<file path="src/rtl/writeback_unit.sv">
// Writeback stage: returns ALU/PC+4 results directly and runs one outstanding
// data-memory load with alignment checks, lane formatting, bus-error and timeout.
module writeback_unit #(
  parameter int unsigned TIMEOUT_CYCLES = 255
) (
  input  logic        clk_i,
  input  logic        rst_i,
  input  logic        ex_valid_i,
  output logic        ex_ready_o,
  input  logic [31:0] ex_alu_result_i,
  input  logic [31:0] ex_pc4_i,
  input  logic [1:0]  ex_wb_sel_i,
  input  logic [2:0]  ex_ld_type_i,
  input  logic        ex_rf_we_i,
  input  logic [4:0]  ex_rd_i,
  output logic        dmem_req_o,
  output logic [31:0] dmem_addr_o,
  input  logic        dmem_ack_i,
  input  logic        dmem_err_i,
  input  logic [31:0] dmem_data_i,
  output logic        rf_we_o,
  output logic [4:0]  rf_rd_o,
  output logic [31:0] rf_data_o,
  output logic        misaligned_o,
  output logic        bus_err_o
);

  typedef enum logic {IDLE, LOAD_WAIT} state_t;

  localparam logic [15:0] CNT_LAST = 16'(TIMEOUT_CYCLES - 1);

  state_t      r_state, w_next;
  logic [15:0] r_cnt;
  logic [2:0]  r_ld_type;
  logic [1:0]  r_lane;
  logic [4:0]  r_rd;
  logic        r_we;

  logic        w_accept, w_is_load, w_is_byte, w_is_half, w_misaligned, w_timeout;
  logic [7:0]  w_byte;
  logic [15:0] w_half;
  logic [31:0] w_fmt;

  always_ff @(posedge clk_i or posedge rst_i) begin
    if (rst_i) r_state <= IDLE;
    else       r_state <= w_next;
  end

  always_comb begin
    w_next = r_state;
    unique case (r_state)
      IDLE:      if (w_accept && w_is_load && !w_misaligned) w_next = LOAD_WAIT;
      LOAD_WAIT: if (dmem_ack_i || w_timeout) w_next = IDLE;
    endcase
  end

  always_comb begin
    ex_ready_o   = (r_state == IDLE) && !rst_i;
    w_accept     = ex_valid_i && ex_ready_o;
    w_is_load    = (ex_wb_sel_i == 2'b01);
    w_is_byte    = (ex_ld_type_i == 3'b000) || (ex_ld_type_i == 3'b100);
    w_is_half    = (ex_ld_type_i == 3'b001) || (ex_ld_type_i == 3'b101);
    // Every type that is neither byte nor half behaves as a word access.
    w_misaligned = w_is_byte ? 1'b0 :
                   w_is_half ? ex_alu_result_i[0] : (ex_alu_result_i[1:0] != 2'b00);
    w_timeout    = (r_state == LOAD_WAIT) && !dmem_ack_i && (r_cnt == CNT_LAST);
  end

  always_comb begin
    w_byte = '0;
    unique case (r_lane)
      2'd0: w_byte = dmem_data_i[7:0];
      2'd1: w_byte = dmem_data_i[15:8];
      2'd2: w_byte = dmem_data_i[23:16];
      2'd3: w_byte = dmem_data_i[31:24];
    endcase
    w_half = r_lane[1] ? dmem_data_i[31:16] : dmem_data_i[15:0];
    case (r_ld_type)
      3'b000:  w_fmt = {{24{w_byte[7]}}, w_byte};
      3'b100:  w_fmt = {24'b0, w_byte};
      3'b001:  w_fmt = {{16{w_half[15]}}, w_half};
      3'b101:  w_fmt = {16'b0, w_half};
      default: w_fmt = dmem_data_i;
    endcase
  end

  always_ff @(posedge clk_i or posedge rst_i) begin
    if (rst_i) begin
      r_cnt        <= '0;
      r_ld_type    <= '0;
      r_lane       <= '0;
      r_rd         <= '0;
      r_we         <= 1'b0;
      rf_we_o      <= 1'b0;
      rf_rd_o      <= '0;
      rf_data_o    <= '0;
      dmem_req_o   <= 1'b0;
      dmem_addr_o  <= '0;
      misaligned_o <= 1'b0;
      bus_err_o    <= 1'b0;
    end else begin
      rf_we_o      <= 1'b0;
      misaligned_o <= 1'b0;
      bus_err_o    <= 1'b0;
      if (w_accept) begin
        if (!w_is_load) begin
          if (ex_rf_we_i && (ex_rd_i != 5'd0)) begin
            rf_we_o   <= 1'b1;
            rf_rd_o   <= ex_rd_i;
            rf_data_o <= (ex_wb_sel_i == 2'b10) ? ex_pc4_i : ex_alu_result_i;
          end
        end else if (w_misaligned) begin
          misaligned_o <= 1'b1;
        end else begin
          dmem_req_o  <= 1'b1;
          dmem_addr_o <= {ex_alu_result_i[31:2], 2'b00};
          r_cnt       <= '0;
          r_ld_type   <= ex_ld_type_i;
          r_lane      <= ex_alu_result_i[1:0];
          r_rd        <= ex_rd_i;
          r_we        <= ex_rf_we_i && (ex_rd_i != 5'd0);
        end
      end else if (r_state == LOAD_WAIT) begin
        if (dmem_ack_i) begin
          dmem_req_o <= 1'b0;
          if (dmem_err_i) begin
            bus_err_o <= 1'b1;
          end else if (r_we) begin
            rf_we_o   <= 1'b1;
            rf_rd_o   <= r_rd;
            rf_data_o <= w_fmt;
          end
        end else if (w_timeout) begin
          bus_err_o  <= 1'b1;
          dmem_req_o <= 1'b0;
        end else begin
          r_cnt <= r_cnt + 16'd1;
        end
      end
    end
  end

endmodule

</file>
<file path="config.mk">
export PLATFORM = sky130hd
export DESIGN_NAME = writeback_unit
export DESIGN_NICKNAME = d
export VERILOG_FILES = /design/src/rtl/writeback_unit.sv
export SDC_FILE = /design/constraint.sdc
export NUM_CORES = 1
export LEC_CHECK = 0
export CAP_MARGIN = 20
export CORE_MARGIN = 2
export CORE_UTILIZATION = 41
export DETAILED_ROUTE_END_ITERATION = 8
export PLACE_DENSITY = 0.79
export SYNTH_ARGS = -nofsm -noshare
export SYNTH_HDL_FRONTEND = slang
export SYNTH_SLANG_ARGS = --single-unit
</file>
<file path="constraint.sdc">
create_clock -name clk_i -period 3.98 [get_ports clk_i]
set_input_delay 1.194 -clock clk_i [delete_from_list [all_inputs] [get_ports clk_i]]
set_output_delay 1.194 -clock clk_i [all_outputs]
set_load 0.01 [all_outputs]
</file>
# Word level (Yosys, flattened, before mapping)
# Index checks and enable logic that the tools add are counted.
[op_classes]
n_mux = 50
n_reduce_logical = 26
n_eq_ne = 19
bitwise = 2
add_sub_neg = 1
[op_table]
columns = ["cell", "count"]
rows = [
  ["2-to-1 mux 32 bit", 8],
  ["one-hot mux 32 bit (4 select lines)", 1],
  ["2-to-1 mux 16 bit", 7],
  ["2-to-1 mux 5 bit", 7],
  ["one-hot mux 8 bit (4 select lines)", 1],
  ["2-to-1 mux 1 bit", 25],
  ["adder 16 x 1 -> 16 bit (second input constant)", 1],
  ["== test 16 x 8 -> 1 bit (second input constant)", 1],
  ["== test 3 bit (second input constant)", 4],
  ["inequality test 2 x 1 -> 1 bit (second input constant)", 4],
  ["nonzero test 2 bit", 4],
  ["logical AND 1 bit", 7],
  ["== test 2 bit (second input constant)", 3],
  ["== test 3 x 1 -> 1 bit (second input constant)", 2],
  ["logical NOT 3 bit", 2],
  ["inequality test 2 bit (second input constant)", 3],
  ["AND reduction 6 bit", 1],
  ["AND reduction 5 bit", 1],
  ["nonzero test 5 bit", 1],
  ["== test 2 x 1 -> 1 bit (second input constant)", 2],
  ["AND reduction 4 bit", 1],
  ["logical NOT 1 bit", 3],
  ["logical OR 1 bit", 3],
  ["AND reduction 3 bit", 1],
  ["other kinds (4)", 5],
]
[word_totals]
reg_bits = 99
input_bits = 112
output_inout_bits = 74
elab_cells = 111

# Longest topological paths before layout
# Gate-level depths: netlist of the first run.
[depth]
ltp_word = 8
ltp_mapped = 8
mapped_depth_nobuf = 7

# Least setup slack after synthesis of the first run
# OpenSTA, ideal clock, no wires.
[synth_timing]
path_kind = "input-to-reg"
from = "input ex_rd_i[2]"
to = "register rf_data_o[15]"
path_slack_ns = 1.366
required_ns = 3.859
arrival_ns = 2.493
stages = 7
setup_ns = 0.121
n_path_buf = 2
path_cell_list = "or4_1 -> o21ai_2 -> o31a_1 -> buf_6 -> buf_6 -> a31oi_1 -> a22o_1"
[synth_via]
elab_chain_len = 4
[synth_lines]
columns = ["item", "line", "text"]
rows = [
  ["start: declaration", "15", "input logic [4:0] ex_rd_i,"],
  ["nonzero test 5 bit", "107", "if (ex_rf_we_i && (ex_rd_i != 5'd0)) begin"],
  ["logical AND 1 bit", "107", ""],
  ["inequality test 2 x 1 -> 1 bit (no line)", "--", ""],
  ["AND reduction 6 bit (no line)", "--", ""],
  ["end signal: assignment", "110", "rf_data_o <= (ex_wb_sel_i == 2'b10) ? ex_pc4_i : ex_alu_result_i;"],
  ["end signal: assignment", "131", "rf_data_o <= w_fmt;"],
  ["end: declaration", "23", "output logic [31:0] rf_data_o,"],
]
# Every way passes these cells.
# A chain may end at the register's enable or synchronous reset.

# Worst setup path in the final report of the first run
[layout_timing]
from = "input rst_i"
to = "output ex_ready_o"
[layout_via]
elab_chain_len = 2
[layout_lines]
columns = ["item", "line", "text"]
rows = [
  ["start: declaration", "7", "input logic rst_i,"],
  ["logical NOT 1 bit (no line)", "--", ""],
  ["logical AND 1 bit", "58", "ex_ready_o = (r_state == IDLE) && !rst_i;"],
  ["end: declaration", "9", "output logic ex_ready_o,"],
]
# Every way passes these cells.

==> impl_metrics.ini, run 1 <==
[pwr]
power_density_nw_per_um2 = 459.8
p_leak_nw = 3.370
ir_worst_vdd_mv = 0.2252
power_mw = 3.482

[layout]
utilization_pct = 60.25
final_cell_mix = nand2_1 (240), clkdlybuf4s50_1 (183), dfrtp_1 (99)
layout_commonest_cell = nand2_1
diodes = 0
area_delta_synth_final_pct = 43.86
fillers = 1086
nNetsFinal = 907
final_layout_size_suffix_gt1_share_pct = 6.642

[global_route]
grt_pass1_vias = 5381
gr-usage-all-layers_pct = 26.02
grt_pass1_wl_um = 28410
grt_max_degree = 53
grt-ovfl-total = 0
antenna_found_initial = 0

[floorplanning]
dieHeight_um = 117.3
start_util_pct = 41.88
fp.dieW_um = 117.3
io_pins = 186
die-area_um2 = 13760
core_region_area_um2 = 12570
rows = 41

[detailed_routing]
drcViolationCount = 0
vias = 5409
routed_via_density = 5.576
drt_iter0_drc = 529
finalWirelength_um = 17790
avgRoutedWirePerCell_um = 18.34
ant_nets = 0
dr.pass1.iters = 8

[timing]
period_share_pct = 91.12
setup_viol = 0
whs_ns = 0.4741
setup_ws_ns = 0.3535
worstMarginPinSlew_ns = 0.9449
fmax_mhz = 275.7
rsz0062_at_grt = no
period_minus_slack_ns = 3.627
finalSetupTns_ns = 0
hold_violations = 0
slew_headroom_pct = 37.01
slew_viol_final = 0
skew_ns = 0.007798

[setup_path]
criticalPathCategory = primary input to primary output
r2r-start = r_lane[1]
worstSetupStartpointType = primary input
cp.arrival_ns = 2.43
cp_cell_sequence = clkdlybuf4s50_1 > nor2_1 > clkdlybuf4s50_1
setup.worst_path.start = rst_i
slowest_delay_ns = 0.56
crit_path_end_kind = primary output
critPathRequiredTime_ns = 2.79
crit_path_frequent_cell = clkdlybuf4s50_1
cpMaxStageDelayCell = clkdlybuf4s50_1
critPathMaxFanout = 3

[synthesis]
yosys_warnings = 0
ys_seq_elements = 99
avgSynthCellArea_um2 = 8.463
yosysSeqAreaShare_pct = 47.06
ys.flop_type = dfrtp_1
synth_area_um2 = 5264
yosys.cell_types.count = 59
synth_cells = 622
synth-edff-count = 0
synthArstFlopShare_pct = 100.0

[cts]
clock_latency_ns = 0.35
cts_buffers = 9
hold_buffers = 0
clk_pin_slew_ns = 0.07
htree_num_levels = 3
cts.repair.resized = 0
cts_setup_buffers = 0
root_buffer = clkbuf_16
clockBufferDepth = 2
cts_tree = yes
clkSinkCount = 99

[job]
max_cap_violations = 0

[status]
status = complete, no violations

[worst_hold_path]
hp-class = flop to flop
hold_path_startpoint = r_rd[4]

[place]
hpwl_um = 12990
port_buffers = 183
routabilityCongestion = 0.8787
pre_cts_slack_ns = 0.3597
## flip-flops by register name, indices dropped and copies added, names as in the netlist, 2 cells and up
name,cells
rf_data_o,32
r_lane,2
r_rd,5
dmem_addr_o,30
r_cnt,16
rf_rd_o,5
r_ld_type,3
## area by class of cell
cell class,count,area [µm²],share of cell area [%]
Clock inverter,4,25.02,0.3305
Timing Repair Buffer,199,1984,26.21
Multi-Input combinational cell,470,2556,33.76
Inverter,14,57.56,0.7601
Sequential cell,99,2477,32.72
Tap cell,172,215.2,2.842
Clock buffer,12,256.5,3.387
## synthesized netlist by cell type (3+ instances only)
cell type  count  area (µm²)
nand2_1      240       900.9
dfrtp_1       99        2477
o21ai_0       34       170.2
clkbuf_1      23       86.33
nor2_1        20       75.07
a32o_1        16       160.2
a21oi_1       15       75.07
mux2i_1       15       150.1
inv_1         13       48.80
buf_2         10       50.05
nand3_1       10       50.05
o21ai_1       10       50.05
a221oi_1       9       78.83
o22ai_1        8       50.05
nand2b_1       7       43.79
nand4_1        6       37.54
a22o_1         5       43.79
a311o_1        5       50.05
buf_4          4       30.03
mux2_4         4       60.06
nor2b_1        4       25.02
nor3_1         4       20.02
a21oi_2        3       26.28
a31oi_1        3       18.77
and3_1         3       18.77
nor4_1         3       18.77
o211ai_1       3       22.52
or3_1          3       18.77
xnor2_1        3       26.28
xor2_1         3       26.28
## power by group
part           internal, mW  total [mW]  switching [mW]
clock                 0.457       0.839           0.382
combinational         0.675        1.24           0.560
sequential             1.23        1.41           0.179
total                  2.36        3.48            1.12
## cell families (layout without fill, tap and decap cells)
logic type	after synthesis	after routing	share of synthesized area, %
xor+xnor	6	6	0.9985
simple gates	311	311	25.01
fa+ha+maj	2	2	0.4753
flops	99	99	47.06
compound gates	128	128	17.02
buf+inv	54	229	4.730
mux	21	21	4.635
other cells	1	2	0.07124
## through the flow
step | cell area, µm² | cells
global route | 7572 | 970
CTS | 7545 | 969
finish | 7572 | 970
global placement | 7263 | 953
detailed placement | 7263 | 953
floorplan | 5268 | 623
## layer usage
layer | GRT usage [%] | up-vias | part of all wire, %
met2 | 40.20 | 298 | 47
met4 | 12.58 | 0 | 3.1
met5 | 0 | - | 0
li1 | - | 2469 | -
met3 | 5.350 | 36 | 8.9
met1 | 35.00 | 2606 | 41
## worst max-delay path: cells and delay by family
kind                   cells  cell delay [ns]
buffers and inverters      2             1.06
and+or+nand+nor            1             0.19
## path summary, 6_finish.rpt
path | end | slack, ns | cells after the start
min in group asynchronous | dmem_addr_o[6] | 1.38 | 2
worst min-delay path | r_rd[4] | 0.47 | 2
worst min register to register | r_rd[4] | 0.47 | 2
worst max-delay path | ex_ready_o | 0.35 | 3
max in group asynchronous | dmem_addr_o[30] | 1.84 | 3
worst max register to register | rf_data_o[29] | 1.56 | 5
No activity file was read; power rests on OpenSTA's default activity.
==> inputs of run 2 (changes only) <==
Settings changed: CORE_UTILIZATION 41 to 46, CTS_CLUSTER_SIZE from default to 30, PLACE_DENSITY 0.79 to 0.84.
Clock period 3.98 ns to 3.4 ns, I/O delays scaled along.
==> run 2 against run 1 <==
First-iteration DRC count decreased by 22%. Register-to-register slack got worse by 0.51 ns. Sequential cell count unchanged. Global-route usage increased by 1.5 points. Clock power increased by 33%. Via count decreased by 2.5%. Critical path type unchanged. Sequential share of layout area decreased by 0.15 points. Wire length decreased by 5.8%. Non-clock buffer count increased by 4. Largest cell class unchanged. Power increased by 21%. Largest power group unchanged.
==> impl_metrics.ini, run 2 (same netlist as run 1, synthesis figures left out) <==
[status]
status = complete, no violations

[detailed_routing]
avgRoutedWirePerCell_um = 17.73
drt_iter0_drc = 414
vias = 5276
routed_via_density = 5.583
finalWirelength_um = 16750
ant_nets = 0
drcViolationCount = 0
dr.pass1.iters = 5

[layout]
layout.cells.non_filler = 945
largest_reg_flops = 32
fillers = 917
final_layout_size_suffix_gt1_share_pct = 7.107
reg_top3 = rf_data_o x32, dmem_addr_o x30, r_cnt x16
max_flop_register = rf_data_o
final_cell_mix = nand2_1 (240), clkdlybuf4s50_1 (183), dfrtp_1 (99)
multi_input_area_um2 = 2556
layout_commonest_cell = nand2_1
diodes = 0
area_delta_synth_final_pct = 44.52
regArea_um2 = 2477
nNetsFinal = 911
utilization_pct = 67.49

[floorplanning]
die-area_um2 = 12310
dieHeight_um = 111.0
fp.dieW_um = 111.0
core_region_area_um2 = 11270
start_util_pct = 46.70
io_pins = 186
rows = 39

[pwr]
ir_worst_vdd_mv = 0.3668
power_mw = 4.202
power_frac_clock_pct = 26.7
swShare_pct = 30.81
pwr-share-seq_pct = 39.5
power_density_nw_per_um2 = 552.3
pwr-share-comb_pct = 33.8
intPower_mw = 2.907
p_leak_nw = 3.407
power_switching_mw = 1.294

[setup_path]
r2r-start = r_lane[1]
worstSetupStartpointType = primary input
cp.arrival_ns = 2.16
critPathMaxFanout = 2
ff2ff_setup_slack_ns = 1.05
r2r_end = rf_data_o[11]
critPathRequiredTime_ns = 2.38
criticalPathCategory = primary input to primary output
crit_path_end_kind = primary output
rr_worst_depth = 4

[global_route]
grt-ovfl-total = 0
grt_max_degree = 52
grt_pass1_wl_um = 27140
antenna_found_initial = 0
grt_pass1_vias = 5291
gr-usage-all-layers_pct = 27.53

[cts]
root_buffer = clkbuf_16
cts_setup_buffers = 0
clkSinkCount = 99
clockBufferDepth = 2
clock_latency_ns = 0.34
cts_buffers = 9
cts.repair.resized = 0
cts_tree = yes
clk_pin_slew_ns = 0.06
hold_buffers = 0
htree_num_levels = 3

[timing]
hold_violations = 0
period_minus_slack_ns = 3.178
slew_viol_final = 0
finalSetupTns_ns = 0
setup_viol = 0
rsz0062_at_grt = no
worstMarginPinSlew_ns = 0.8042
period_share_pct = 93.46
setup_ws_ns = 0.2223
fmax_mhz = 314.7
skew_ns = 0.004942
slew_headroom_pct = 46.39

[worst_hold_path]
hold_path_startpoint = dmem_addr_o[29]
hold_end = dmem_addr_o[29]
hp-class = flop to flop
whs_path_depth = 2

[place]
routabilityCongestion = 0.9110
port_buffers = 183
placed_cells = 929
pre_cts_slack_ns = 0.2110
hpwl_um = 13040

[job]
max_cap_violations = 0
==> run 2: layout make-up <==
| type | count | area share (%) |
|---|---|---|
| clock buffer | 12 | 3.372 |
| clock inverter | 4 | 0.9539 |
| inverter | 14 | 0.7730 |
| multi-input combinational | 470 | 33.60 |
| sequential | 99 | 32.57 |
| tap | 143 | 2.352 |
| timing repair buffer | 203 | 26.38 |
==> run 2: power groups by stage <==
stage	combinational, mW	sequential (mW)	clock (mW)
final	1.42	1.66	1.12
after global routing	1.53	1.70	1.18
after CTS	1.43	1.66	1.13
after detailed placement	1.42	1.67	0
after global placement	1.37	1.66	0
after floorplan	0.592	1.71	0
==> run 2: how the worst max path moves through the flow <==
stage / slack [ns] / to / cells after the start / from
2_1_floorplan: 0.96 / rf_data_o[15] / 7 / ex_rd_i[2]
3_3_place_gp: 0.25 / ex_ready_o / 3 / rst_i
3_5_place_dp: 0.21 / rf_data_o[9] / 6 / ex_rd_i[2]
4_1_cts: 0.22 / ex_ready_o / 3 / rst_i
5_1_grt: 0.16 / ex_ready_o / 3 / rst_i
6_report: 0.22 / ex_ready_o / 3 / rst_i
==> run 2: routing by layer <==
metal  GRT usage [%]  part of all wire, %  vias up
met5               0                    0        -
met4           11.42                  3.0        0
met3           5.194                  7.9       41
met2           44.66                   48      265
met1           36.45                   41     2485
li1                -                    -     2485
==> run 2: stage by stage <==
| stage | instance area, µm² | hold slack, ns |
|---|---|---|
| floorplan | 5271 | 0.4450 |
| global placement | 7278 | 0.4567 |
| detailed placement | 7278 | 0.4620 |
| CTS | 7607 | 0.4780 |
| global route | 7607 | 0.5019 |
| finish | 7607 | 0.4724 |
==> run 2: worst max-delay path: stages <==
cell and delay, ns:
clkdlybuf4s50_1 0.44, nor2_1 0.15, clkdlybuf4s50_1 0.56
==> inputs of run 3 (changes only) <==
Settings changed: TNS_END_PERCENT from default to 30.
==> results of run 3 <==
Same layout as run 2: the final DEF is identical, and so are final timing and power.
